--- src/rtl/fir_deconvolver.sv ---
// Inverse of the 4-tap FIR link stage: rebuilds x[n] = y[n] - sum c[k]*x[n-k]
// with a single time-shared multiplier stepping one tap per cycle.

module fir_deconvolver_chk #(
    parameter int W = 16
) (
    input logic         clk,
    input logic         reset_n,
    input logic         clear,
    input logic         in_ready,
    input logic         out_valid,
    input logic         out_ready,
    input logic [W-1:0] out_data
);

    property p_stall_hold;
        @(posedge clk) disable iff (!reset_n)
            (out_valid && !out_ready && !clear) |=> (out_valid && $stable(out_data));
    endproperty

    property p_no_bypass;
        @(posedge clk) disable iff (!reset_n)
            out_valid |-> !in_ready;
    endproperty

    a_stall_hold: assert property (p_stall_hold);
    a_no_bypass:  assert property (p_no_bypass);

endmodule

module fir_deconvolver #(
    parameter int              N      = 4,
    parameter logic [16*N-1:0] COEFFS = {16'sd4, 16'sd3, 16'sd2, 16'sd0},
    parameter int              ACC_W  = 40
) (
    input  logic               clk,
    input  logic               reset_n,
    input  logic               clear,
    input  logic               in_valid,
    output logic               in_ready,
    input  logic signed [31:0] in_data,
    output logic               out_valid,
    input  logic               out_ready,
    output logic signed [15:0] out_data,
    output logic               out_sat
);

    localparam int TAP_W = $clog2(N);
    localparam logic signed [ACC_W-1:0] SAT_MAX = ACC_W'(32'sd32767);
    localparam logic signed [ACC_W-1:0] SAT_MIN = ACC_W'(-32'sd32768);

    typedef enum logic [1:0] {
        S_IDLE = 2'd0,
        S_MAC  = 2'd1,
        S_OUT  = 2'd2
    } state_t;

    function automatic logic signed [15:0] sat16(input logic signed [ACC_W-1:0] v);
        logic signed [15:0] r;
        if (v > SAT_MAX) begin
            r = 16'sh7fff;
        end else if (v < SAT_MIN) begin
            r = 16'sh8000;
        end else begin
            r = v[15:0];
        end
        return r;
    endfunction

    function automatic logic clipped(input logic signed [ACC_W-1:0] v);
        return (v > SAT_MAX) || (v < SAT_MIN);
    endfunction

    state_t                    state_q, state_d;
    logic signed [ACC_W-1:0]   acc_q, acc_d;
    logic [TAP_W-1:0]          tap_q, tap_d;
    logic signed [15:0]        hist_q [N-1];
    logic signed [15:0]        hist_d [N-1];
    logic signed [15:0]        out_data_q, out_data_d;
    logic                      out_sat_q, out_sat_d;
    logic                      out_valid_q, out_valid_d;
    logic                      alive_q, alive_d;

    logic                      in_ready_s;
    logic signed [15:0]        coef_s;
    logic signed [15:0]        mac_hist_s;
    logic signed [31:0]        prod_s;
    logic signed [ACC_W-1:0]   acc_sub_s;
    logic signed [15:0]        final_x_s;

    // Tap mux, shared multiply-subtract and FSM next-state.
    always_comb begin
        state_d     = state_q;
        acc_d       = acc_q;
        tap_d       = tap_q;
        hist_d      = hist_q;
        out_data_d  = out_data_q;
        out_sat_d   = out_sat_q;
        out_valid_d = out_valid_q;
        alive_d     = 1'b1;
        coef_s      = 16'sd0;
        mac_hist_s  = 16'sd0;

        for (int k = 0; k < N - 1; k++) begin
            coef_s     = (tap_q == TAP_W'(k + 1)) ? COEFFS[16*(k+1) +: 16] : coef_s;
            mac_hist_s = (tap_q == TAP_W'(k + 1)) ? hist_q[k] : mac_hist_s;
        end

        prod_s    = coef_s * mac_hist_s;
        acc_sub_s = acc_q - {{(ACC_W-32){prod_s[31]}}, prod_s};
        final_x_s = sat16(acc_sub_s);

        // Ready only once out of reset, in IDLE, and never while flushing.
        in_ready_s = alive_q && (state_q == S_IDLE) && !clear;

        if (clear) begin
            state_d     = S_IDLE;
            acc_d       = '0;
            tap_d       = '0;
            out_valid_d = 1'b0;
            out_sat_d   = 1'b0;
            for (int k = 0; k < N - 1; k++) begin
                hist_d[k] = 16'sd0;
            end
        end else begin
            case (state_q)
                S_IDLE: begin
                    if (in_valid && in_ready_s) begin
                        acc_d   = {{(ACC_W-32){in_data[31]}}, in_data};
                        tap_d   = TAP_W'(1);
                        state_d = S_MAC;
                    end else begin
                        state_d = S_IDLE;
                    end
                end
                S_MAC: begin
                    acc_d = acc_sub_s;
                    if (tap_q == TAP_W'(N - 1)) begin
                        // History keeps the clipped value so the encoder side sees the same sample.
                        out_data_d  = final_x_s;
                        out_sat_d   = clipped(acc_sub_s);
                        out_valid_d = 1'b1;
                        hist_d[0]   = final_x_s;
                        for (int k = 1; k < N - 1; k++) begin
                            hist_d[k] = hist_q[k-1];
                        end
                        tap_d   = '0;
                        state_d = S_OUT;
                    end else begin
                        tap_d   = tap_q + TAP_W'(1);
                        state_d = S_MAC;
                    end
                end
                S_OUT: begin
                    if (out_ready) begin
                        out_valid_d = 1'b0;
                        state_d     = S_IDLE;
                    end else begin
                        state_d = S_OUT;
                    end
                end
                default: begin
                    state_d     = S_IDLE;
                    out_valid_d = 1'b0;
                end
            endcase
        end
    end

    // State and datapath registers.
    always_ff @(posedge clk or negedge reset_n) begin
        if (!reset_n) begin
            state_q     <= S_IDLE;
            acc_q       <= '0;
            tap_q       <= '0;
            out_data_q  <= 16'sd0;
            out_sat_q   <= 1'b0;
            out_valid_q <= 1'b0;
            alive_q     <= 1'b0;
            for (int k = 0; k < N - 1; k++) begin
                hist_q[k] <= 16'sd0;
            end
        end else begin
            state_q     <= state_d;
            acc_q       <= acc_d;
            tap_q       <= tap_d;
            out_data_q  <= out_data_d;
            out_sat_q   <= out_sat_d;
            out_valid_q <= out_valid_d;
            alive_q     <= alive_d;
            hist_q      <= hist_d;
        end
    end

    assign in_ready  = in_ready_s;
    assign out_valid = out_valid_q;
    assign out_data  = out_data_q;
    assign out_sat   = out_sat_q;

    fir_deconvolver_chk #(
        .W(16)
    ) u_chk (
        .clk      (clk),
        .reset_n  (reset_n),
        .clear    (clear),
        .in_ready (in_ready_s),
        .out_valid(out_valid_q),
        .out_ready(out_ready),
        .out_data (out_data_q)
    );

endmodule

--- config.mk ---
export PLATFORM = sky130hd
export DESIGN_NAME = fir_deconvolver
export DESIGN_NICKNAME = d
export VERILOG_FILES = /design/src/rtl/fir_deconvolver.sv
export SDC_FILE = /design/constraint.sdc
export NUM_CORES = 1
export LEC_CHECK = 0
export ABC_CLOCK_PERIOD_IN_PS = 8900
export CORE_ASPECT_RATIO = 1.75
export CORE_UTILIZATION = 46
export DETAILED_ROUTE_END_ITERATION = 10
export HOLD_SLACK_MARGIN = 0.15
export PLACE_DENSITY = 0.7
export SYNTH_ARGS = -nofsm -noshare
export SYNTH_HDL_FRONTEND = slang
export SYNTH_SLANG_ARGS = --single-unit
--- constraint.sdc ---
create_clock -name clk -period 8.9 [get_ports clk]
set_input_delay 2.225 -clock clk [delete_from_list [all_inputs] [get_ports clk]]
set_output_delay 2.225 -clock clk [all_outputs]
set_load 0.005 [all_outputs]
==> flow_summary.toml <==
[synthesis]
synth.most_common_cell = "dfrtp_1"
dominantRegCellSynth = "dfrtp_1"
synth-seq-cells = 111
ys_async_sr_fraction_pct = 100.0
syn-num-nets = 1227
avgSynthCellArea_um2 = 8.414
yosys.area.top_type = "dfrtp_1"
yosys_warnings = 0
synth.distinct_cells = 82
synth.top_cells.by_area = "dfrtp_1 30%, ha_1 8.2%, a22o_1 4.9%"
yosysSeqAreaShare_pct = 29.69
syn_area_um2 = 9356
synth_commonest_cells = "111 x dfrtp_1, 99 x inv_1, 96 x nand2_1"
synth_enable_flop_cells = 0
syn_inst = 1112
synth_top_cell_area_share_pct = 29.69

[pwr]
vdd_drop_max_v = 0.00008381
leakage_nw = 4.659
total_power_mw = 1.595
p_per_area_nw_per_um2 = 152.1

[floorplanning]
die_height_um = 190.7
fp.coreArea_um2 = 19820
die_w_um = 109.8
die_area_um2 = 20940
start_util_pct = 47.20
io-pin-count = 56
core.rowCount = 68

[detailed_routing]
post_drt_wl_per_cell_um = 19.48
drtIter0Drc = 512
drc = 0
wl_um = 26940
antenna_left = 0
via_per_inst = 6.026
dr_total_vias = 8334
firstDrtPassIters = 5

[critical_path]
arrival_ns = 8.56
cp_slowest_stage_delay_ns = 0.54
cp_common_cell = "a21oi_1"
endpoint_kind = "flip-flop"
slowest_stage = "fa_1"
critPathLaunchType = "flip-flop"
crit_type = "flip-flop to flip-flop"
worstPathRequired_ns = 9.14
critPathMaxFanout = 25

[grt]
grt_max_degree = 77
antenna_found_initial = 0
grt_pass1_vias = 8341
grt_usage_pct = 27.06
grt_pass1_wl_um = 42870
grt_overflow = 0

[placed_design]
portBuffers = 55
dp_cells = 1364
gp_congestion = 0.9270
dp_hpwl_um = 20860

[clock_network]
path_clk_slew_ns = 0.07
cts_buffers = 9
cts_max_path_buffers = 2
clock-sinks = 111
h-tree-depth = 3
cts_hold_buf = 0
worst_skew_pair.late_latency_ns = 0.37
cts_root_buffer = "clkbuf_16"
cts_tree = "built"

[timing]
finalSetupViolations = 0
hold_viol_final = 0
final_max_slew_viol_count = 0
tightest_slew_ns = 1.113
slew_headroom_pct = 25.63
finalSetupTns_ns = 0
fin_crit_sh_pct = 93.49
clock_skew_ns = 0.01749
finalCriticalPeriod_ns = 8.320
max_clock_freq_mhz = 120.2
grt_setup_unrepaired = "false"

[final_layout]
final_core_util_pct = 52.88
areaGrowthSynthToFinish_pct = 12.05
nets = 1248
layout-drive-gt1-share_pct = 7.381
diodes = 0
finalNonFillerCells = 1383
nFillCells = 1845

[hold_path]
hp-class = "flip-flop to flip-flop"

[run_status]
status = "complete, no violations"

[flow_run]
drv_cap = 0
-- state kept, by name, summed over array words and instances (netlist names) --
register	flops
acc_q	40
alive_q	1
hist_q	48
out_data	16
out_sat	1
out_valid	1
state_q	2
tap_q	2
-- through the flow --
stage          cell area [µm²]  setup WS (ns)  hold slack [ns]
2_1_floorplan             9356          1.325           0.4485
3_3_place_gp             10090         0.5606           0.4666
3_5_place_dp             10090         0.4802           0.4702
4_1_cts                  10390         0.4084           0.4868
5_1_grt                  10480      0.0003570           0.4919
6_report                 10480         0.5798           0.4833
-- per-layer routing --
layer | track usage [%] | routed length [µm] | vias up
met5 | 0 | 0 | -
li1 | - | - | 4014
met2 | 49.23 | 14380 | 238
met1 | 28.92 | 10010 | 3996
met3 | 2.768 | 819 | 86
met4 | 17.23 | 1728 | 0
-- critical path, delay by kind of cell (launching register included) --
family                   cells  cell delay (ns)
XOR/XNOR                     1             0.21
adder cells (fa/ha/maj)      5             1.87
AO/OA/AOI/OAI               20             4.06
AND/OR/NAND/NOR              6             1.09
flip-flops                   1             0.38
buffers and inverters        5             0.60
-- power by group --
part	leakage [nW]	switching [mW]	internal [mW]
sequential	1.51	0.0408	0.532
clock	0.146	0.203	0.222
combinational	3.00	0.367	0.230
-- path summary, 6_finish.rpt --
check                          from    endpoint  slack (ns)  depth (start not counted)
hold reg to reg            acc_q[0]    acc_q[0]        0.48                          2
max in group asynchronous   reset_n  hist_q[11]        5.74                          2
setup / recovery           tap_q[0]  hist_q[46]        0.58                         37
setup reg to reg           tap_q[0]  hist_q[46]        0.58                         37
min in group asynchronous   reset_n   out_valid        1.84                          1
hold / removal             acc_q[0]    acc_q[0]        0.48                          2
-- final cells by class --
type	instances	area, µm²	area share (%)
Clock buffer	11	232.7	2.220
Clock inverter	5	63.81	0.6087
Inverter	99	371.6	3.545
Multi-Input combinational cell	835	6007	57.30
Sequential cell	111	2778	26.49
Tap cell	245	306.5	2.924
Timing Repair Buffer	77	724.4	6.910
-- cell usage in the layout (no fill, tap or decap), drive strengths merged, types with 14 or more instances in the layout --
cell type and instances:
a22o 52, and2 28, o21ai 61, a21o 15, inv 101, nand2 96, fa 17, a22oi 21
a21oi 81, o21bai 15, or2 21, ha 61, dfrtp 111, clkdlybuf4s50 54, nor3 33, nand2b 14
nand3 17, nor2 73, xnor2 30, buf 23, nor2b 22
-- timing repair --
item,4_1_cts,5_1_grt
resized for setup,0,13
setup buffers,0,3
endpoints found under the setup margin,0,31
-- cell families (layout without fill, tap and decap cells) --
family	count (synthesis)	in the layout	synth area share [%]
AO/OA/AOI/OAI	339	339	25.62
XOR/XNOR	43	43	4.105
adder cells (fa/ha/maj)	78	78	11.79
buffers and inverters	166	192	7.181
flip-flops	111	111	29.69
multiplexers	13	13	1.845
other	1	1	0.04008
AND/OR/NAND/NOR	361	361	19.72
Power figures use the tool's default switching activity.
